===== config.mk =====
export PLATFORM = sky130hd
export DESIGN_NAME = uart_tx_fifo
export DESIGN_NICKNAME = d
export VERILOG_FILES = /design/src/rtl/uart_tx_fifo.sv
export SDC_FILE = /design/constraint.sdc
export NUM_CORES = 1
export LEC_CHECK = 0
export BUFFER_PORTS_ARGS = -buffer_cell sky130_fd_sc_hd__buf_2
export CORE_MARGIN = 8
export CORE_UTILIZATION = 58
export CTS_BUF_LIST = sky130_fd_sc_hd__clkbuf_8
export DETAILED_ROUTE_END_ITERATION = 8
export PLACE_DENSITY_LB_ADDON = 0.3
export REMOVE_ABC_BUFFERS = 1
export SETUP_SLACK_MARGIN = 0.05
export SYNTH_ARGS = -nofsm -noshare
export SYNTH_HDL_FRONTEND = slang
export SYNTH_SLANG_ARGS = --single-unit
export TNS_END_PERCENT = 30

===== constraint.sdc =====
create_clock -name clk_i -period 3.73 [get_ports clk_i]
set_clock_uncertainty 0.05 [all_clocks]
set_input_delay 0.746 -clock clk_i [delete_from_list [all_inputs] [get_ports clk_i]]
set_output_delay 0.746 -clock clk_i [all_outputs]
set_load 0.02 [all_outputs]

===== src/rtl/uart_tx_fifo.sv =====
`default_nettype none
// ============================================================================
// Module      : uart_tx_fifo
// Description : Buffered 8N1 UART transmitter with a valid/ready byte FIFO.
// Revision    : 1.0 - initial release
// ============================================================================
module uart_tx_fifo #(
    parameter int BIT_RATE   = 9600,
    parameter int CLK_HZ     = 100_000_000,
    parameter int FIFO_DEPTH = 16
) (
    input  logic                          clk_i,
    input  logic                          aresetn_i,
    input  logic                          s_valid_i,
    output logic                          s_ready_o,
    input  logic [7:0]                    s_data_i,
    output logic                          tx_o,
    output logic                          busy_o,
    output logic                          tx_done_o,
    output logic [$clog2(FIFO_DEPTH):0]   fifo_count_o
);

    localparam int c_CLKS_PER_BIT = CLK_HZ / BIT_RATE;
    localparam int c_AW           = $clog2(FIFO_DEPTH);
    localparam int c_CW           = $clog2(c_CLKS_PER_BIT);

    localparam logic [c_CW-1:0] c_LAST_CLK = c_CW'(c_CLKS_PER_BIT - 1);
    localparam logic [c_CW-1:0] c_CLK_ONE  = c_CW'(1);
    localparam logic [c_AW:0]   c_FULL     = (c_AW+1)'(FIFO_DEPTH);
    localparam logic [c_AW:0]   c_CNT_ONE  = (c_AW+1)'(1);
    localparam logic [c_AW-1:0] c_PTR_ONE  = c_AW'(1);

    typedef enum logic [1:0] {
        ST_IDLE  = 2'd0,
        ST_START = 2'd1,
        ST_DATA  = 2'd2,
        ST_STOP  = 2'd3
    } state_t;

    logic [1:0]      r_rst_sync;
    logic            w_rst_n;
    logic [7:0]      r_mem [FIFO_DEPTH];
    logic [c_AW-1:0] r_wr_ptr;
    logic [c_AW-1:0] r_rd_ptr;
    logic [c_AW:0]   r_count;
    logic [c_AW:0]   w_count_nxt;
    state_t          r_state;
    state_t          w_state_nxt;
    logic [c_CW-1:0] r_clk_cnt;
    logic [c_CW-1:0] w_clk_cnt_nxt;
    logic [2:0]      r_bit_idx;
    logic [2:0]      w_bit_idx_nxt;
    logic [7:0]      r_shift;
    logic [7:0]      w_shift_nxt;
    logic            r_tx;
    logic            w_tx_nxt;
    logic            r_busy;
    logic            w_push;
    logic            w_pop;
    logic            w_bit_end;
    logic            w_fifo_nempty;

    // Assertion is immediate; release is retimed to clk so no flop sees a runt.
    always_ff @(posedge clk_i or negedge aresetn_i) begin
        if (!aresetn_i) begin
            r_rst_sync <= 2'b00;
        end else begin
            r_rst_sync <= {r_rst_sync[0], 1'b1};
        end
    end
    assign w_rst_n = r_rst_sync[1];

    assign s_ready_o     = (r_count != c_FULL);
    assign w_push        = s_valid_i && s_ready_o;
    assign w_fifo_nempty = (r_count != '0);
    assign w_bit_end     = (r_clk_cnt == c_LAST_CLK);

    assign tx_o         = r_tx;
    assign busy_o       = r_busy;
    assign fifo_count_o = r_count;
    assign tx_done_o    = (r_state == ST_STOP) && w_bit_end;

    always_ff @(posedge clk_i) begin
        if (w_push) begin
            r_mem[r_wr_ptr] <= s_data_i;
        end
    end

    always_comb begin
        w_state_nxt   = r_state;
        w_clk_cnt_nxt = r_clk_cnt;
        w_bit_idx_nxt = r_bit_idx;
        w_shift_nxt   = r_shift;
        w_tx_nxt      = r_tx;
        w_pop         = 1'b0;
        case (r_state)
            ST_IDLE: begin
                w_tx_nxt = 1'b1;
                if (w_fifo_nempty) begin
                    w_pop         = 1'b1;
                    w_shift_nxt   = r_mem[r_rd_ptr];
                    w_clk_cnt_nxt = '0;
                    w_state_nxt   = ST_START;
                    w_tx_nxt      = 1'b0;
                end
            end
            ST_START: begin
                if (w_bit_end) begin
                    w_clk_cnt_nxt = '0;
                    w_bit_idx_nxt = 3'd0;
                    w_state_nxt   = ST_DATA;
                    w_tx_nxt      = r_shift[0];
                end else begin
                    w_clk_cnt_nxt = r_clk_cnt + c_CLK_ONE;
                end
            end
            ST_DATA: begin
                if (w_bit_end) begin
                    w_clk_cnt_nxt = '0;
                    if (r_bit_idx == 3'd7) begin
                        w_state_nxt = ST_STOP;
                        w_tx_nxt    = 1'b1;
                    end else begin
                        w_bit_idx_nxt = r_bit_idx + 3'd1;
                        w_shift_nxt   = {1'b0, r_shift[7:1]};
                        w_tx_nxt      = r_shift[1];
                    end
                end else begin
                    w_clk_cnt_nxt = r_clk_cnt + c_CLK_ONE;
                end
            end
            ST_STOP: begin
                w_tx_nxt = 1'b1;
                if (w_bit_end) begin
                    w_clk_cnt_nxt = '0;
                    // Chain straight into the next start bit when data is waiting.
                    if (w_fifo_nempty) begin
                        w_pop       = 1'b1;
                        w_shift_nxt = r_mem[r_rd_ptr];
                        w_state_nxt = ST_START;
                        w_tx_nxt    = 1'b0;
                    end else begin
                        w_state_nxt = ST_IDLE;
                    end
                end else begin
                    w_clk_cnt_nxt = r_clk_cnt + c_CLK_ONE;
                end
            end
            default: begin
                w_state_nxt = ST_IDLE;
                w_tx_nxt    = 1'b1;
            end
        endcase
    end

    always_comb begin
        w_count_nxt = r_count;
        if (w_push && !w_pop) begin
            w_count_nxt = r_count + c_CNT_ONE;
        end else if (!w_push && w_pop) begin
            w_count_nxt = r_count - c_CNT_ONE;
        end
    end

    always_ff @(posedge clk_i or negedge w_rst_n) begin
        if (!w_rst_n) begin
            r_state   <= ST_IDLE;
            r_clk_cnt <= '0;
            r_bit_idx <= 3'd0;
            r_shift   <= 8'h00;
            r_tx      <= 1'b1;
            r_busy    <= 1'b0;
            r_count   <= '0;
            r_wr_ptr  <= '0;
            r_rd_ptr  <= '0;
        end else begin
            r_state   <= w_state_nxt;
            r_clk_cnt <= w_clk_cnt_nxt;
            r_bit_idx <= w_bit_idx_nxt;
            r_shift   <= w_shift_nxt;
            r_tx      <= w_tx_nxt;
            r_busy    <= (w_state_nxt != ST_IDLE) || (w_count_nxt != '0);
            r_count   <= w_count_nxt;
            if (w_push) begin
                r_wr_ptr <= r_wr_ptr + c_PTR_ONE;
            end
            if (w_pop) begin
                r_rd_ptr <= r_rd_ptr + c_PTR_ONE;
            end
        end
    end

endmodule
`default_nettype wire

==> results of run 1 <==
[metal layers]
layer  vias to the layer above  GRT usage [%]  share of wire [%]
met4                         0           6.82                2.0
li1                       1839              -                  -
met3                        17           4.28                4.5
met1                      2027           22.3                 43
met5                         -              0                  0
met2                       104           27.9                 50
[critical path, stage by stage (launching register included)]
cell and delay [ns]:
dfrtp_1 0.42, ha_1 0.42, nor4b_1 0.28, and4_1 0.24, buf_2 0.17
[kinds of logic (layout without fill, tap and decap cells)]
group	after synthesis	count (layout)
flops	172	172
compound gates	65	65
other cells	1	1
simple gates	107	107
buf+inv	35	69
fa+ha+maj	16	16
xor+xnor	11	11
mux	48	48
[cell usage in the layout, fill, tap and decap left out, drive strengths merged, types with 3 or more instances in the layout]
cell type | synthesis | layout
dfrtp | 43 | 43
o221ai | 3 | 3
xor2 | 3 | 3
nand4 | 7 | 7
ha | 16 | 16
xnor2 | 8 | 8
a21oi | 10 | 10
mux4 | 40 | 40
clkinv | 1 | 6
nand3 | 10 | 10
and2 | 14 | 14
mux2i | 6 | 6
o21ai | 27 | 27
nor3 | 4 | 4
nand2 | 28 | 28
and3 | 7 | 7
edfxtp | 128 | 128
inv | 13 | 18
buf | 15 | 22
and4 | 8 | 8
nor2 | 17 | 17
clkinvlp | 0 | 4
clkbuf | 6 | 17
a22o | 7 | 7
[cells in the mapped netlist (2+ instances only)]
master,number
a21oi_1,8
a22o_1,7
a31oi_1,2
and2_1,13
and3_1,6
and4_1,6
and4_2,2
buf_1,2
buf_2,5
buf_4,2
buf_6,4
buf_8,2
clkbuf_1,5
dfrtp_1,43
edfxtp_1,128
ha_1,16
inv_1,13
mux2_2,2
mux2i_1,6
mux4_1,7
mux4_2,33
nand2_1,28
nand3_1,10
nand4_1,6
nand4bb_1,2
nor2_1,16
nor2b_1,2
nor3_1,2
nor3_2,2
o21ai_0,27
o221ai_1,2
o31ai_1,2
o41ai_1,2
or3_1,2
xnor2_1,8
xor2_1,3
[cell type report]
cell class / instances / area, sq um
Sequential cell: 172 / 4950
Fill cell: 878 / 4480
Multi-Input combinational cell: 248 / 2440
Clock buffer: 17 / 234
Tap cell: 172 / 215
Clock inverter: 15 / 160
Timing Repair Buffer: 23 / 140
Inverter: 14 / 52.6
[per-stage QoR]
stage          setup slack [ns]  cell area, sq um  util (%)  instances  power [mW]
5_1_grt                   0.778              8190      64.6        661        4.34
3_5_place_dp               1.04              7780      61.4        628        2.93
6_report                  0.964              8190      64.6        661        4.15
2_1_floorplan             0.852              7440         -        434        2.74
3_3_place_gp               1.14              7780      61.4        628        2.91
4_1_cts                   0.908              8190      64.6        661        4.19
[worst paths after layout]
check,start,to
min reg2reg,r_rst_sync[0],r_rst_sync[1]
max,r_state[0],tx_done_o
max reg2reg,r_clk_cnt[0],busy_o
min in group asynchronous,r_rst_sync[1],r_wr_ptr[1]
min,r_rst_sync[0],r_rst_sync[1]
max in group asynchronous,r_rst_sync[1],r_rd_ptr[0]
[state kept, by name, summed over array words and instances (netlist names), 3 cells and up]
register and flops:
fifo_count_o 5, r_bit_idx 3, r_clk_cnt 14, r_mem 128, r_rd_ptr 4, r_shift 8, r_wr_ptr 4
[repair_timing]
item | CTS | global route
gates resized for setup | 0 | 0
hold endpoints to repair | 2 | 0
hold buffers | 1 | 0
[power groups by stage]
| stage | Combinational (mW) | Clock (mW) | Sequential [mW] |
|---|---|---|---|
| 3_5_place_dp | 0.513 | 0 | 2.42 |
| 2_1_floorplan | 0.323 | 0 | 2.42 |
| 5_1_grt | 0.563 | 1.37 | 2.41 |
| 3_3_place_gp | 0.505 | 0 | 2.41 |
| 6_report | 0.508 | 1.27 | 2.38 |
| 4_1_cts | 0.517 | 1.30 | 2.38 |
==> flow_summary.json, run 1 <==
{
  "place.gp.congestion": 0.857,
  "yosys.area_share.adder_pct": 2.64,
  "cts_sinks": 172,
  "worstSetupPathType": "reg2out",
  "synthSimpleGateAreaFrac_pct": 8.60,
  "p_sw_mw": 1.15,
  "portBuffers": 19,
  "grt_antenna_before_repair": 0,
  "worstMarginPinSlew_ns": 0.929,
  "n_antenna_cell": 0,
  "worstHoldPathType": "reg2reg",
  "grt_pass1_vias": 4034,
  "p_leak_nw": 2.83,
  "ir_drop_uv": 397,
  "h-tree-depth": 4,
  "synth_top_family_by_area": "multiplexers",
  "synthCells": 455,
  "floorplan.initialDensity_pct": 59.8,
  "ant_nets": 0,
  "period_share_pct": 74.2,
  "maxCapViolations": 0,
  "pin_count": 20,
  "clkLatencyLatePin_ns": 0.44,
  "end_kind": "output pin",
  "powerDensity_mw_per_mm2": 507,
  "die_w_um": 130,
  "initialDrtViolationCount": 400,
  "dieArea_sq_mm": 0.0170,
  "overflow": 0,
  "comb_power_share_pct": 12.2,
  "fmax_mhz": 361,
  "whs_path_depth": 0,
  "vias_per_cell": 6.03,
  "drt_first_pass_iters": 4,
  "drive_above_1_share_pct": 22.1,
  "drc_errors": 0,
  "swShare_pct": 27.8,
  "area_growth_pct": 7.99,
  "synth_async_sr_flop_share_pct": 25.6,
  "finalHoldViolations": 0,
  "ys_warn_count": 0,
  "clk_pin_slew_ns": 0.09,
  "clockRootBuffer": "clkbuf_8",
  "synth_edf_count": 128,
  "p_int_mw": 3.00,
  "cts_inserted_buffers": 17,
  "synth_flop_cell": "edfxtp_1",
  "nNetsFinal": 503,
  "synth_xor_area_share_pct": 1.27,
  "yosysSeqAreaShare_pct": 65.2,
  "maxSlewViolCount": 0,
  "setup_viol": 0,
  "grt_use_total_pct": 17.3,
  "synth_mux_area_share_pct": 13.3,
  "postCtsSetupBuffers": 0,
  "setup-tns-final_ns": 0,
  "grt_max_degree": 43,
  "finalWirelength_mm": 13.3,
  "grt_pass1_wl_mm": 21.8,
  "synth-compound-area-share_pct": 6.29,
  "fin_hold_ws_ns": 0.313,
  "rsz0062_at_grt": "no",
  "seqPwrFrac_pct": 57.2,
  "syn_avg_cell_area_sq_um": 16.7,
  "ff2ff_setup_slack_ns": 0.97,
  "die_h_um": 130,
  "ys_ff_latch": 172,
  "rows": 41,
  "relSlewSlack_pct": 38.0,
  "tritoncts": "yes",
  "synth_top_area_share_pct": 50.7,
  "netlist_area_sq_mm": 0.00758,
  "required_ns": 2.93,
  "startpoint_type": "flip-flop",
  "outcome": "finished clean",
  "critPathMaxFanout": 9,
  "ys_top_cells_by_area": "edfxtp_1 (51%), dfrtp_1 (14%), mux4_2 (9.8%), ha_1 (2.6%), mux4_1 (2.4%)",
  "worstPathArrival_ns": 1.97,
  "reg2reg_depth": 7,
  "core_area_sq_mm": 0.0127,
  "wl_per_cell_um": 20.2,
  "period_minus_slack_ns": 2.77,
  "yosysTopAreaCell": "edfxtp_1",
  "vias": 3987,
  "clockBufferDepth": 2,
  "synth_cell_types": 65,
  "hpwl_mm": 9.11,
  "power_frac_clock_pct": 30.6
}
No activity file was read; power rests on OpenSTA's default activity.
==> inputs of run 2 (changes only) <==
ABC_AREA = 1   (was default)
clock period = 2.7 ns   (was 3.73 ns; I/O delays follow)
==> run 2 against run 1 <==
Compared with the run above:
- design area rose by 3.1%
- hold slack got worse by 0.0093 ns
- first-iteration DRC count rose by 17%
- combinational power rose by 44%
- count of clock-buffer cells in the layout did not move
- critical path type unchanged
- critical endpoint unchanged
- largest cell class unchanged
==> flow_summary.json, run 2 <==
{
  "outcome": "finished clean",
  "synth_common_cells": "edfxtp_1 (128), nor2_1 (106), o21ai_0 (83)",
  "clockRootBuffer": "clkbuf_8",
  "synth_top_area_share_pct": 50.2,
  "p_total_mw": 5.72,
  "final_cell_mix": "edfxtp_1 (128), nor2_1 (106), o21ai_0 (83)",
  "vias": 5304,
  "reg2reg_depth": 7,
  "whs_path_depth": 0,
  "reg2reg_from": "fifo_count_o[0]",
  "yosysTopAreaCell": "edfxtp_1",
  "grt_use_total_pct": 20.5,
  "worstPathArrival_ns": 1.82,
  "synth_async_sr_flop_share_pct": 25.6,
  "pin_count": 20,
  "num-fill-cells": 962,
  "wl_met2_mm": 8.25,
  "initialDrtViolationCount": 466,
  "yosysSeqAreaShare_pct": 64.5,
  "p_int_mw": 4.10,
  "place_ws_ns": 0.216,
  "setup-tns-final_ns": 0,
  "powerDensity_mw_per_mm2": 677,
  "maxCapViolations": 0,
  "cts_sinks": 172,
  "seqPwrFrac_pct": 56.7,
  "grt_max_degree": 43,
  "synthCells": 688,
  "clk_pin_slew_ns": 0.10,
  "vias_per_cell": 5.82,
  "cts_resized": 0,
  "clkLatencyLatePin_ns": 0.46,
  "netlist_area_sq_mm": 0.00766,
  "synth_flop_cell": "edfxtp_1",
  "maxSlewViolCount": 0,
  "ys_warn_count": 0,
  "hpwl_mm": 10.9,
  "synth_cell_types": 44,
  "floorplan.initialDensity_pct": 58.6,
  "h-tree-depth": 4,
  "clockBufferDepth": 2,
  "p_leak_nw": 3.24,
  "finalHoldViolations": 0,
  "tritoncts": "yes",
  "final_common_cell": "edfxtp_1",
  "fmax_mhz": 415,
  "hold_start": "r_rst_sync[0]",
  "ys_ff_latch": 172,
  "core_area_sq_mm": 0.0131,
  "wl_met1_mm": 6.88,
  "ant_nets": 0,
  "setup_viol": 0,
  "ys_top_cells_by_area": "edfxtp_1 (50%), dfrtp_1 (14%), o21ai_0 (5.4%), nor2_1 (5.2%), nand2_1 (3.8%)",
  "area_growth_pct": 10.2,
  "nNetsFinal": 750,
  "portBuffers": 19,
  "relSlewSlack_pct": 36.6,
  "largest_register_ffs": 128,
  "r2r-end": "r_mem[11][4]",
  "synth_edf_count": 128,
  "startpoint_type": "flip-flop",
  "critPathMaxFanout": 5,
  "overflow": 0,
  "dieArea_sq_mm": 0.0171,
  "period_minus_slack_ns": 2.41,
  "ir_drop_uv": 506,
  "rows": 42,
  "multiInputGateArea_sq_mm": 0.00239,
  "yosysMostFrequentCell": "edfxtp_1",
  "rsz0062_at_grt": "no",
  "n_antenna_cell": 0,
  "grt_pass1_vias": 5250,
  "place.gp.congestion": 0.873,
  "drt_first_pass_iters": 5,
  "worst_slack_ns": 0.288,
  "grt_antenna_before_repair": 0,
  "end_kind": "output pin",
  "seq_area_sq_mm": 0.00495,
  "die_w_um": 131,
  "holdPathEnd": "r_rst_sync[1]",
  "wl_met3_mm": 1.00,
  "swShare_pct": 28.2,
  "grt_pass1_wl_mm": 26.4,
  "worstHoldPathType": "reg2reg",
  "ff2ff_setup_slack_ns": 0.31,
  "wl_per_cell_um": 18.0,
  "worstMarginPinSlew_ns": 0.951,
  "syn_avg_cell_area_sq_um": 11.1,
  "cts_inserted_buffers": 17,
  "regMostFlops": "r_mem",
  "comb_power_share_pct": 12.8,
  "drive_above_1_share_pct": 15.1,
  "finalWirelength_mm": 16.4,
  "largestRegisters": "r_mem (128), r_clk_cnt (14), r_shift (8)",
  "required_ns": 2.11,
  "worstSetupPathType": "reg2out",
  "top_layer": "met4",
  "die_h_um": 131,
  "power_frac_clock_pct": 30.5,
  "finish.utilization_pct": 64.5,
  "period_share_pct": 89.3,
  "p_sw_mw": 1.62,
  "drc_errors": 0
}
[run 2: cell types whose count changed after synthesis, sizes merged, moves of 8 or more]
cell / before / now
and2: 14 / 0
nor2: 17 / 111
clkbuf: 6 / 22
and4: 8 / 0
nand3: 10 / 43
o21ai: 27 / 87
o22ai: 2 / 14
o221ai: 3 / 22
nand2: 28 / 84
mux4: 40 / 0
xor2: 3 / 13
inv: 13 / 52
[run 2: area by class of cell]
type / instances / area share (%)
clock buffer: 17 / 2.77
inverter: 54 / 2.40
tap: 176 / 2.61
multi-input combinational: 432 / 28.3
clock inverter: 15 / 1.76
sequential: 172 / 58.6
timing repair buffer: 46 / 3.56
[run 2: logic make-up after synthesis]
| kind of cell | Yosys count | share of synthesized area, % |
|---|---|---|
| simple gates | 254 | 15.2 |
| flops | 172 | 64.5 |
| compound gates | 146 | 11.6 |
| buf+inv | 84 | 4.31 |
| fa+ha+maj | 16 | 2.61 |
| xor+xnor | 14 | 1.60 |
| other cells | 1 | 0.0489 |
| mux | 1 | 0.131 |
[run 2: worst max path at each step]
stage / slack, ns / to / startpoint
2_1_floorplan: -0.56 / r_shift[7] / r_rd_ptr[0]
3_3_place_gp: 0.37 / r_shift[0] / r_state[0]
3_5_place_dp: 0.22 / r_shift[0] / r_state[0]
4_1_cts: 0.19 / r_shift[0] / r_state[0]
5_1_grt: 0.09 / r_mem[11][4] / fifo_count_o[0]
6_report: 0.29 / tx_done_o / r_clk_cnt[0]
[run 2: power by group through the flow]
stage	sequential (mW)	clock [mW]	combinational [mW]
after global placement	3.28	0	0.710
after CTS	3.24	1.78	0.736
after global routing	3.27	1.88	0.819
after floorplan	3.30	0	0.444
after detailed placement	3.30	0	0.731
final	3.24	1.75	0.732
[run 2: metal layers]
metal  GRT usage [%]  vias up
met5               0        -
met3            4.14       31
met4            8.37        0
met2            34.6      203
li1                -     2504
met1            25.4     2566
[run 2: what timing repair did]
item                                    in CTS  in global routing
endpoints found under the setup margin       0                  6
buffers inserted                             0                  1
hold buffers                                 1                  0
endpoints found under the hold margin        2                  0
[run 2: through the flow]
stage	instance area [sq um]	cells	hold WS, ns
after floorplan	7530	658	0.194
after global placement	8040	878	0.276
after detailed placement	8040	878	0.277
after CTS	8430	911	0.308
after global routing	8440	912	0.317
final	8440	912	0.304
[run 2: worst max-delay path, cell delays in order (launching register included)]
cell	delay, ns
dfrtp_1	0.40
ha_1	0.22
nand3_2	0.17
nor2_4	0.19
nand3_2	0.15
inv_1	0.07
buf_2	0.15
